`src/rtl/latch_phase_gen_if.sv`:
```
// Bundle of run request, width configuration and phase outputs.
// master: drives EN/PH1_W/PH2_W/GAP_W; slave: drives PH1/PH2/PH1_END/PH2_END/BUSY (+CYC_CNT with PHGEN_CYC_CNT_EN).
interface latch_phase_gen_if #(
  parameter int CNT_W = 8
);
  logic             EN;
  logic [CNT_W-1:0] PH1_W;
  logic [CNT_W-1:0] PH2_W;
  logic [CNT_W-1:0] GAP_W;
  logic             PH1;
  logic             PH2;
  logic             PH1_END;
  logic             PH2_END;
  logic             BUSY;
`ifdef PHGEN_CYC_CNT_EN
  logic [15:0]      CYC_CNT;

  modport master (
    output EN, PH1_W, PH2_W, GAP_W,
    input  PH1, PH2, PH1_END, PH2_END, BUSY, CYC_CNT
  );
  modport slave (
    input  EN, PH1_W, PH2_W, GAP_W,
    output PH1, PH2, PH1_END, PH2_END, BUSY, CYC_CNT
  );
`else
  modport master (
    output EN, PH1_W, PH2_W, GAP_W,
    input  PH1, PH2, PH1_END, PH2_END, BUSY
  );
  modport slave (
    input  EN, PH1_W, PH2_W, GAP_W,
    output PH1, PH2, PH1_END, PH2_END, BUSY
  );
`endif
endinterface

```
`src/rtl/latch_phase_gen.sv`:
```
// Two-phase non-overlapping latch enable generator (PH1/gap/PH2/gap).
// Ports: CLK, RST (async high), bus (slave modport). Option: PHGEN_CYC_CNT_EN adds CYC_CNT.
module latch_phase_gen #(
  parameter int CNT_W = 8
) (
  input logic CLK,
  input logic RST,
  latch_phase_gen_if.slave bus
);

  typedef enum logic [2:0] {
    IDLE = 3'd0,
    P1   = 3'd1,
    G1   = 3'd2,
    P2   = 3'd3,
    G2   = 3'd4
  } state_t;

  localparam logic [CNT_W-1:0] ONE = CNT_W'(1);

  state_t           state_q, state_d;
  logic [CNT_W-1:0] cnt_q, cnt_d;
  logic [CNT_W-1:0] ph1w_q, ph1w_d;
  logic [CNT_W-1:0] ph2w_q, ph2w_d;
  logic [CNT_W-1:0] gapw_q, gapw_d;
  logic ph1_q, ph1_d;
  logic ph2_q, ph2_d;
  logic e1_q, e1_d;
  logic e2_q, e2_d;
  logic busy_q, busy_d;

  function automatic logic [CNT_W-1:0] clamp(
    input logic [CNT_W-1:0] v
  );
    return (v == '0) ? ONE : v;
  endfunction

  logic [CNT_W-1:0] in_ph1, in_ph2, in_gap;
  assign in_ph1 = clamp(bus.PH1_W);
  assign in_ph2 = clamp(bus.PH2_W);
  assign in_gap = clamp(bus.GAP_W);

  always_ff @(posedge CLK or posedge RST) begin
    if (RST) begin
      state_q <= IDLE;
      cnt_q   <= '0;
      ph1w_q  <= '0;
      ph2w_q  <= '0;
      gapw_q  <= '0;
      ph1_q   <= 1'b0;
      ph2_q   <= 1'b0;
      e1_q    <= 1'b0;
      e2_q    <= 1'b0;
      busy_q  <= 1'b0;
    end else begin
      state_q <= state_d;
      cnt_q   <= cnt_d;
      ph1w_q  <= ph1w_d;
      ph2w_q  <= ph2w_d;
      gapw_q  <= gapw_d;
      ph1_q   <= ph1_d;
      ph2_q   <= ph2_d;
      e1_q    <= e1_d;
      e2_q    <= e2_d;
      busy_q  <= busy_d;
    end
  end

  // Shadows are reloaded only at a period start (IDLE exit or G2 wrap).
  always_comb begin
    state_d = state_q;
    cnt_d   = cnt_q;
    ph1w_d  = ph1w_q;
    ph2w_d  = ph2w_q;
    gapw_d  = gapw_q;
    unique case (state_q)
      IDLE: begin
        if (bus.EN) begin
          ph1w_d  = in_ph1;
          ph2w_d  = in_ph2;
          gapw_d  = in_gap;
          cnt_d   = in_ph1 - ONE;
          state_d = P1;
        end
      end
      P1: begin
        if (cnt_q == '0) begin
          cnt_d   = gapw_q - ONE;
          state_d = G1;
        end else begin
          cnt_d = cnt_q - ONE;
        end
      end
      G1: begin
        if (cnt_q == '0) begin
          cnt_d   = ph2w_q - ONE;
          state_d = P2;
        end else begin
          cnt_d = cnt_q - ONE;
        end
      end
      P2: begin
        if (cnt_q == '0) begin
          cnt_d   = gapw_q - ONE;
          state_d = G2;
        end else begin
          cnt_d = cnt_q - ONE;
        end
      end
      G2: begin
        if (cnt_q == '0) begin
          if (bus.EN) begin
            ph1w_d  = in_ph1;
            ph2w_d  = in_ph2;
            gapw_d  = in_gap;
            cnt_d   = in_ph1 - ONE;
            state_d = P1;
          end else begin
            state_d = IDLE;
          end
        end else begin
          cnt_d = cnt_q - ONE;
        end
      end
      default: begin
        state_d = IDLE;
        cnt_d   = '0;
      end
    endcase
  end

  // Outputs are decoded from the next state and registered with it.
  always_comb begin
    ph1_d  = (state_d == P1);
    ph2_d  = (state_d == P2);
    e1_d   = (state_q == P1) && (state_d == G1);
    e2_d   = (state_q == P2) && (state_d == G2);
    busy_d = (state_d != IDLE);
  end

  assign bus.PH1     = ph1_q;
  assign bus.PH2     = ph2_q;
  assign bus.PH1_END = e1_q;
  assign bus.PH2_END = e2_q;
  assign bus.BUSY    = busy_q;

`ifdef PHGEN_CYC_CNT_EN
  logic [15:0] cyc_q;

  // Counts each PH2_END pulse on the edge that raises it.
  always_ff @(posedge CLK or posedge RST) begin
    if (RST) begin
      cyc_q <= '0;
    end else if (e2_d) begin
      cyc_q <= cyc_q + 16'd1;
    end
  end

  assign bus.CYC_CNT = cyc_q;
`endif

endmodule

```
`src/flat_wrapper.sv`:
```
// flat-port wrapper written by rule: the top's interface ports become plain ports
module latch_phase_gen_flat 
#(
  parameter int CNT_W = 8
)
  (CLK, RST, bus_EN, bus_PH1_W, bus_PH2_W, bus_GAP_W, bus_PH1, bus_PH2, bus_PH1_END, bus_PH2_END, bus_BUSY);
  latch_phase_gen_if #(.CNT_W(CNT_W)) bus_i ();
  input logic CLK;
  input logic RST;
  input wire logic [$bits(bus_i.EN)-1:0] bus_EN;
  input wire logic [$bits(bus_i.PH1_W)-1:0] bus_PH1_W;
  input wire logic [$bits(bus_i.PH2_W)-1:0] bus_PH2_W;
  input wire logic [$bits(bus_i.GAP_W)-1:0] bus_GAP_W;
  output wire logic [$bits(bus_i.PH1)-1:0] bus_PH1;
  output wire logic [$bits(bus_i.PH2)-1:0] bus_PH2;
  output wire logic [$bits(bus_i.PH1_END)-1:0] bus_PH1_END;
  output wire logic [$bits(bus_i.PH2_END)-1:0] bus_PH2_END;
  output wire logic [$bits(bus_i.BUSY)-1:0] bus_BUSY;
  assign bus_i.EN = bus_EN;
  assign bus_i.PH1_W = bus_PH1_W;
  assign bus_i.PH2_W = bus_PH2_W;
  assign bus_i.GAP_W = bus_GAP_W;
  assign bus_PH1 = bus_i.PH1;
  assign bus_PH2 = bus_i.PH2;
  assign bus_PH1_END = bus_i.PH1_END;
  assign bus_PH2_END = bus_i.PH2_END;
  assign bus_BUSY = bus_i.BUSY;
  latch_phase_gen #(.CNT_W(CNT_W)) u_core (.CLK(CLK), .RST(RST), .bus(bus_i));
endmodule
```
`config.mk`:
```
export PLATFORM = sky130hd
export DESIGN_NAME = latch_phase_gen_flat
export DESIGN_NICKNAME = d
export VERILOG_FILES = /design/src/rtl/latch_phase_gen_if.sv /design/src/rtl/latch_phase_gen.sv /design/src/flat_wrapper.sv
export SDC_FILE = /design/constraint.sdc
export NUM_CORES = 1
export LEC_CHECK = 0
export BUFFER_PORTS_ARGS = -buffer_cell sky130_fd_sc_hd__buf_2
export CAP_MARGIN = 10
export CORE_MARGIN = 2
export CORE_UTILIZATION = 55
export DETAILED_ROUTE_END_ITERATION = 10
export GPL_ROUTABILITY_DRIVEN = 0
export PLACE_DENSITY = 0.76
export SETUP_SLACK_MARGIN = 0.02
export SYNTH_ARGS = -nofsm -noshare
export SYNTH_HDL_FRONTEND = slang
export SYNTH_SLANG_ARGS = --single-unit
```
`constraint.sdc`:
```
create_clock -name CLK -period 2.7 [get_ports CLK]
set_input_delay 0.54 -clock CLK [delete_from_list [all_inputs] [get_ports CLK]]
set_output_delay 0.54 -clock CLK [all_outputs]
set_load 0.02 [all_outputs]
```
* Yosys cells after proc, flatten, opt, wreduce, memory -nomap -nowiden *
Cells that the tools add are included.

storage, ports and cells
  bits in registers = 32
  input port bits = 27
  output and inout port bits = 5
  logic and storage cells = 54

operators by class
  add/subtract/negate cells = 4
  equality and inequality tests = 9
  mux-type cells = 21
  reduce and logical (&&, ||, !) cells = 11

operator list
  cell                                                                      number
  8-bit 2-to-1 mux                                                          11
  8-bit zero test                                                           4
  8-bit case mux with 2 select lines                                        2
  8-bit case mux with 4 select lines                                        1
  8-bit by 1-bit subtractor with 8-bit output (second input constant)       4
  3-bit 2-to-1 mux                                                          5
  3-bit case mux with 5 select lines                                        1
  3-bit by 2-bit equality test with 1-bit output (second input constant)    4
  3-bit by 1-bit equality test with 1-bit output (second input constant)    2
  3-bit equality test (second input constant)                               2
  3-bit zero test                                                           1
  3-bit nonzero test                                                        1
  1-bit logical AND                                                         2
  2-bit by 1-bit inequality test with 1-bit output (second input constant)  1
  2-bit AND reduction                                                       1
  2-bit nonzero test                                                        1
  2-bit OR reduction                                                        1
  1-bit 2-to-1 mux                                                          1

* Longest topological paths before layout *
  word-level depth = 6
  mapped depth = 9
  depth with buffers taken out = 8

* Worst setup path before layout *
Ideal clock, no wire load.

  kind = input to register
  start = input port bus_PH1_W[3]
  end = register u_core.cnt_q[6]
  arrival time = 2407 ps
  setup slack = 175 ps
  stages = 8
  path buffers = 0
  cells stage by stage = or4_4 -> o41a_2 -> ha_1 -> inv_1 -> or3_1 -> a31oi_1 -> a221o_1 -> a2bb2o_4

on the way
  cells in the longest elaborated chain, start to end = 6

RTL lines
  item                                           line                                           source
  start: declaration                             flat_wrapper.sv:11                             input wire logic [$bits(bus_i.PH1_W)-1:0] bus_PH1_W;
  8-bit zero test                                latch_phase_gen.sv:35                          return (v == '0) ? ONE : v;
  8-bit 2-to-1 mux *                             latch_phase_gen.sv:35
  8-bit by 1-bit subtractor with 8-bit output *  latch_phase_gen.sv:82, latch_phase_gen.sv:116
  8-bit 2-to-1 mux *                             latch_phase_gen.sv:78, latch_phase_gen.sv:112
  8-bit 2-to-1 mux                               latch_phase_gen.sv:111                         if (cnt_q == '0) begin
  8-bit case mux with 4 select lines *           latch_phase_gen.sv:76                          unique case (state_q)
  via u_core.cnt_d[6]                            latch_phase_gen.sv:22                          logic [CNT_W-1:0] cnt_q, cnt_d;
  end signal: assignment                         latch_phase_gen.sv:57                          cnt_q <= cnt_d;
  end: declaration                               latch_phase_gen.sv:22

The timed path passes the listed nets; every way through them passes the cells marked *.
A chain may end at the register's enable or synchronous reset.

* Final worst setup path *
Ends and elaborated chain as after synthesis.

==> impl_metrics.yaml <==
outcome:
  outcome: "complete, no violations"
power_and_ir_drop:
  p_leak_uw: 0.00109
  p_per_area_nw_per_um2: 408
  peakVddDrop_mv: 0.327
synth:
  ys.flop_type: "dfrtp_1"
  yosysUniqueCellTypes: 49
  synth_top_area_share: 0.387
  syn_nets: 257
  synth_area_leader_cell: "dfrtp_1"
  synthCells: 225
  yosys_warnings: 0
  synth.cell_area_um2: 2070
  async_reset_ff_frac: 1.00
  ys_seq_elements: 32
  syn_avg_cell_area_um2: 9.20
  synthTopCellsByArea: "dfrtp_1 39%, mux2_2 7.6%, xnor2_1 5.9%"
  synth_edf_count: 0
  synth_seq_area_share: 0.387
critical_path:
  reg2reg_depth: 7
  worstSetupPathType: "in2reg"
  required_ns: 2.88
  r2r-end: "u_core.cnt_q[7]$_DFF_PP0_"
  r2r_slack_ns: 0.57
  cp_max_fo: 3
  endpoint_kind: "flop"
  arrival_ns: 2.59
  startpoint_type: "input pin"
  r2r-start: "u_core.cnt_q[0]$_DFF_PP0_"
floorplan:
  die_y_um: 65.4
  coreArea_um2: 3630
  initial_core_util: 0.570
  io_pins: 32
  dieArea_um2: 4270
  die_w_um: 65.4
  placement_rows: 22
cells_and_area:
  fill_cells: 324
  instances_no_fill: 312
  drive_gt1_frac: 0.269
  diodes: 0
  fin_area_um2: 2410
  area_growth_syn_to_layout_pct: 16.6
  layout.nets: 295
detailed_routing:
  wl_per_cell_um: 14.5
  ant_nets: 0
  drtIter0Drc: 108
  drt-total-wl_um: 4530
  vias: 1791
  viasPerCell: 5.74
  drcViolationCount: 0
  firstDrtPassIters: 4
timing:
  timing.hold.ws_ns: 0.322
  setup_slack_ns: 0.288
  maxSlewViolCount: 0
  fin_setup_tns_ns: 0
  hold_viol: 0
  worstMarginPinSlew_ns: 0.480
  finalClockSkew_ns: 0.00254
  max_freq_ghz: 0.415
  min_period_over_period: 0.893
  period_minus_slack_ns: 2.41
  final-setup-viol-count: 0
  rsz0062_at_grt: "no"
  relSlewSlack: 0.677
placement:
  placed_area_um2: 2310
  dpl_worst_slack_ns: -0.00142
  dp_cells: 304
  port_buffers: 31
  hpwl_um: 3430
cts:
  cts_buffer_depth: 2
  cts_buffers: 5
  ctsHoldBuffers: 0
  insertion_delay_ns: 0.28
  ctsHtreeMaxLevel: 2
  cts_resized: 0
  cts-root-buf: "clkbuf_8"
  cts.clk_slew.worst_paths_ns: 0.06
  cts_tree: "done"
  clkSinkCount: 32
  postCtsSetupRepairBufs: 0
global_route:
  grt_pass1_wl_um: 7960
  first_global_vias: 1717
  grt_max_degree: 33
  grtUsageTotal: 0.243
  gr-total-overflow: 0
  antenna_found_initial: 0
min_path:
  min_path_type: "in2async"
run:
  drv_cap: 0
## per-stage QoR
stage / total power (uW) / util
global placement: 549 / 0.635
floorplan: 513 / -
CTS: 990 / 0.665
finish: 984 / 0.665
global route: 1020 / 0.665
detailed placement: 549 / 0.635
## cell usage after synthesis, drive strengths merged (2+ instances only)
library cell  number
o311ai             2
o22ai              6
buf                5
xor2               6
nand2             23
inv               14
o21ai             11
nor2              11
clkbuf             3
a211oi             2
mux2              14
ha                 5
and3               2
o211ai             2
dfrtp             32
and2               2
nor3              12
o221ai             2
a31oi              2
nor4               7
or4                4
a21oi             14
nand3              4
nor3b              5
xnor2             14
a22oi              2
or3                4
## registers in the layout (all words and copies together), names as in the netlist
register,flops
u_core.cnt_q,8
u_core.gapw_q,8
u_core.ph2w_q,8
u_core.state_q,3
u_core.bus.BUSY,1
u_core.bus.PH1,1
u_core.bus.PH1_END,1
u_core.bus.PH2,1
u_core.bus.PH2_END,1
## cells in the final DEF (no fill, tap or decap), types with 2 or more instances in the layout
cell type and instances:
nor3b_1 5, nand2_1 22, o221ai_1 2, nor2_2 2, nor2_1 9, nor4_1 6, buf_2 31, buf_4 8
xnor2_1 14, a31oi_1 2, a21oi_1 14, a211oi_1 2, dfrtp_1 32, o22ai_1 6, a22oi_1 2, or3_1 4
ha_1 5, xor2_1 6, o311ai_0 2, o211ai_1 2, nand3_1 4, mux2_2 14, nor3_1 12, clkbuf_8 5
o21ai_0 11, or4_1 3, inv_1 14
## where the power goes
group | internal, uW | switching [uW]
logic | 26.6 | 33.9
registers | 479 | 0
clock network | 273 | 171
total | 780 | 205
## routing by layer
metal  routed length [um]  up-vias  share of wire  track usage
met5                    0        -              0            0
met4                   58        0          0.013       0.0729
li1                     -      899              -            -
met2                 2250       43           0.50        0.423
met3                  190        6          0.042       0.0479
met1                 2030      843           0.45        0.303
## worst max path at each step
stage,cells after the start,start,endpoint,slack (ns)
after floorplan,8,bus_PH1_W[3],u_core.cnt_q[6]$_DFF_PP0_,0.17
after global placement,9,bus_PH1_W[3],u_core.cnt_q[6]$_DFF_PP0_,0.03
after detailed placement,9,bus_PH1_W[3],u_core.cnt_q[6]$_DFF_PP0_,-0.001
after CTS,9,bus_PH1_W[3],u_core.cnt_q[6]$_DFF_PP0_,0.29
after global routing,9,bus_PH1_W[3],u_core.cnt_q[6]$_DFF_PP0_,0.20
final,9,bus_PH1_W[3],u_core.cnt_q[6]$_DFF_PP0_,0.29
## final cells by class
class / instances / area, um2 / share of cell area
Clock inverter: 2 / 35.0 / 0.0145
Tap cell: 48 / 60.1 / 0.0249
Clock buffer: 6 / 72.6 / 0.0301
Inverter: 14 / 52.6 / 0.0218
Timing Repair Buffer: 39 / 215 / 0.0891
Sequential cell: 32 / 801 / 0.332
Multi-Input combinational cell: 171 / 1180 / 0.488
## worst max-delay path, cell delays in order
cell and delay, ns:
buf_2 0.10, or4_4 0.53, o41a_2 0.40, ha_1 0.23, inv_1 0.07, or3_1 0.10
a31oi_1 0.10, a221o_1 0.29, a2bb2o_4 0.21
## logic make-up after synthesis
family,share of synthesized area
and+or+nand+nor,0.197
muxes,0.0761
buffers and inverters,0.0441
xor gates and xnor gates,0.0846
AOI/OAI and AO/OA,0.181
DFF,0.387
adders and majority gates,0.0302
(Power assumes the default switching activity.)
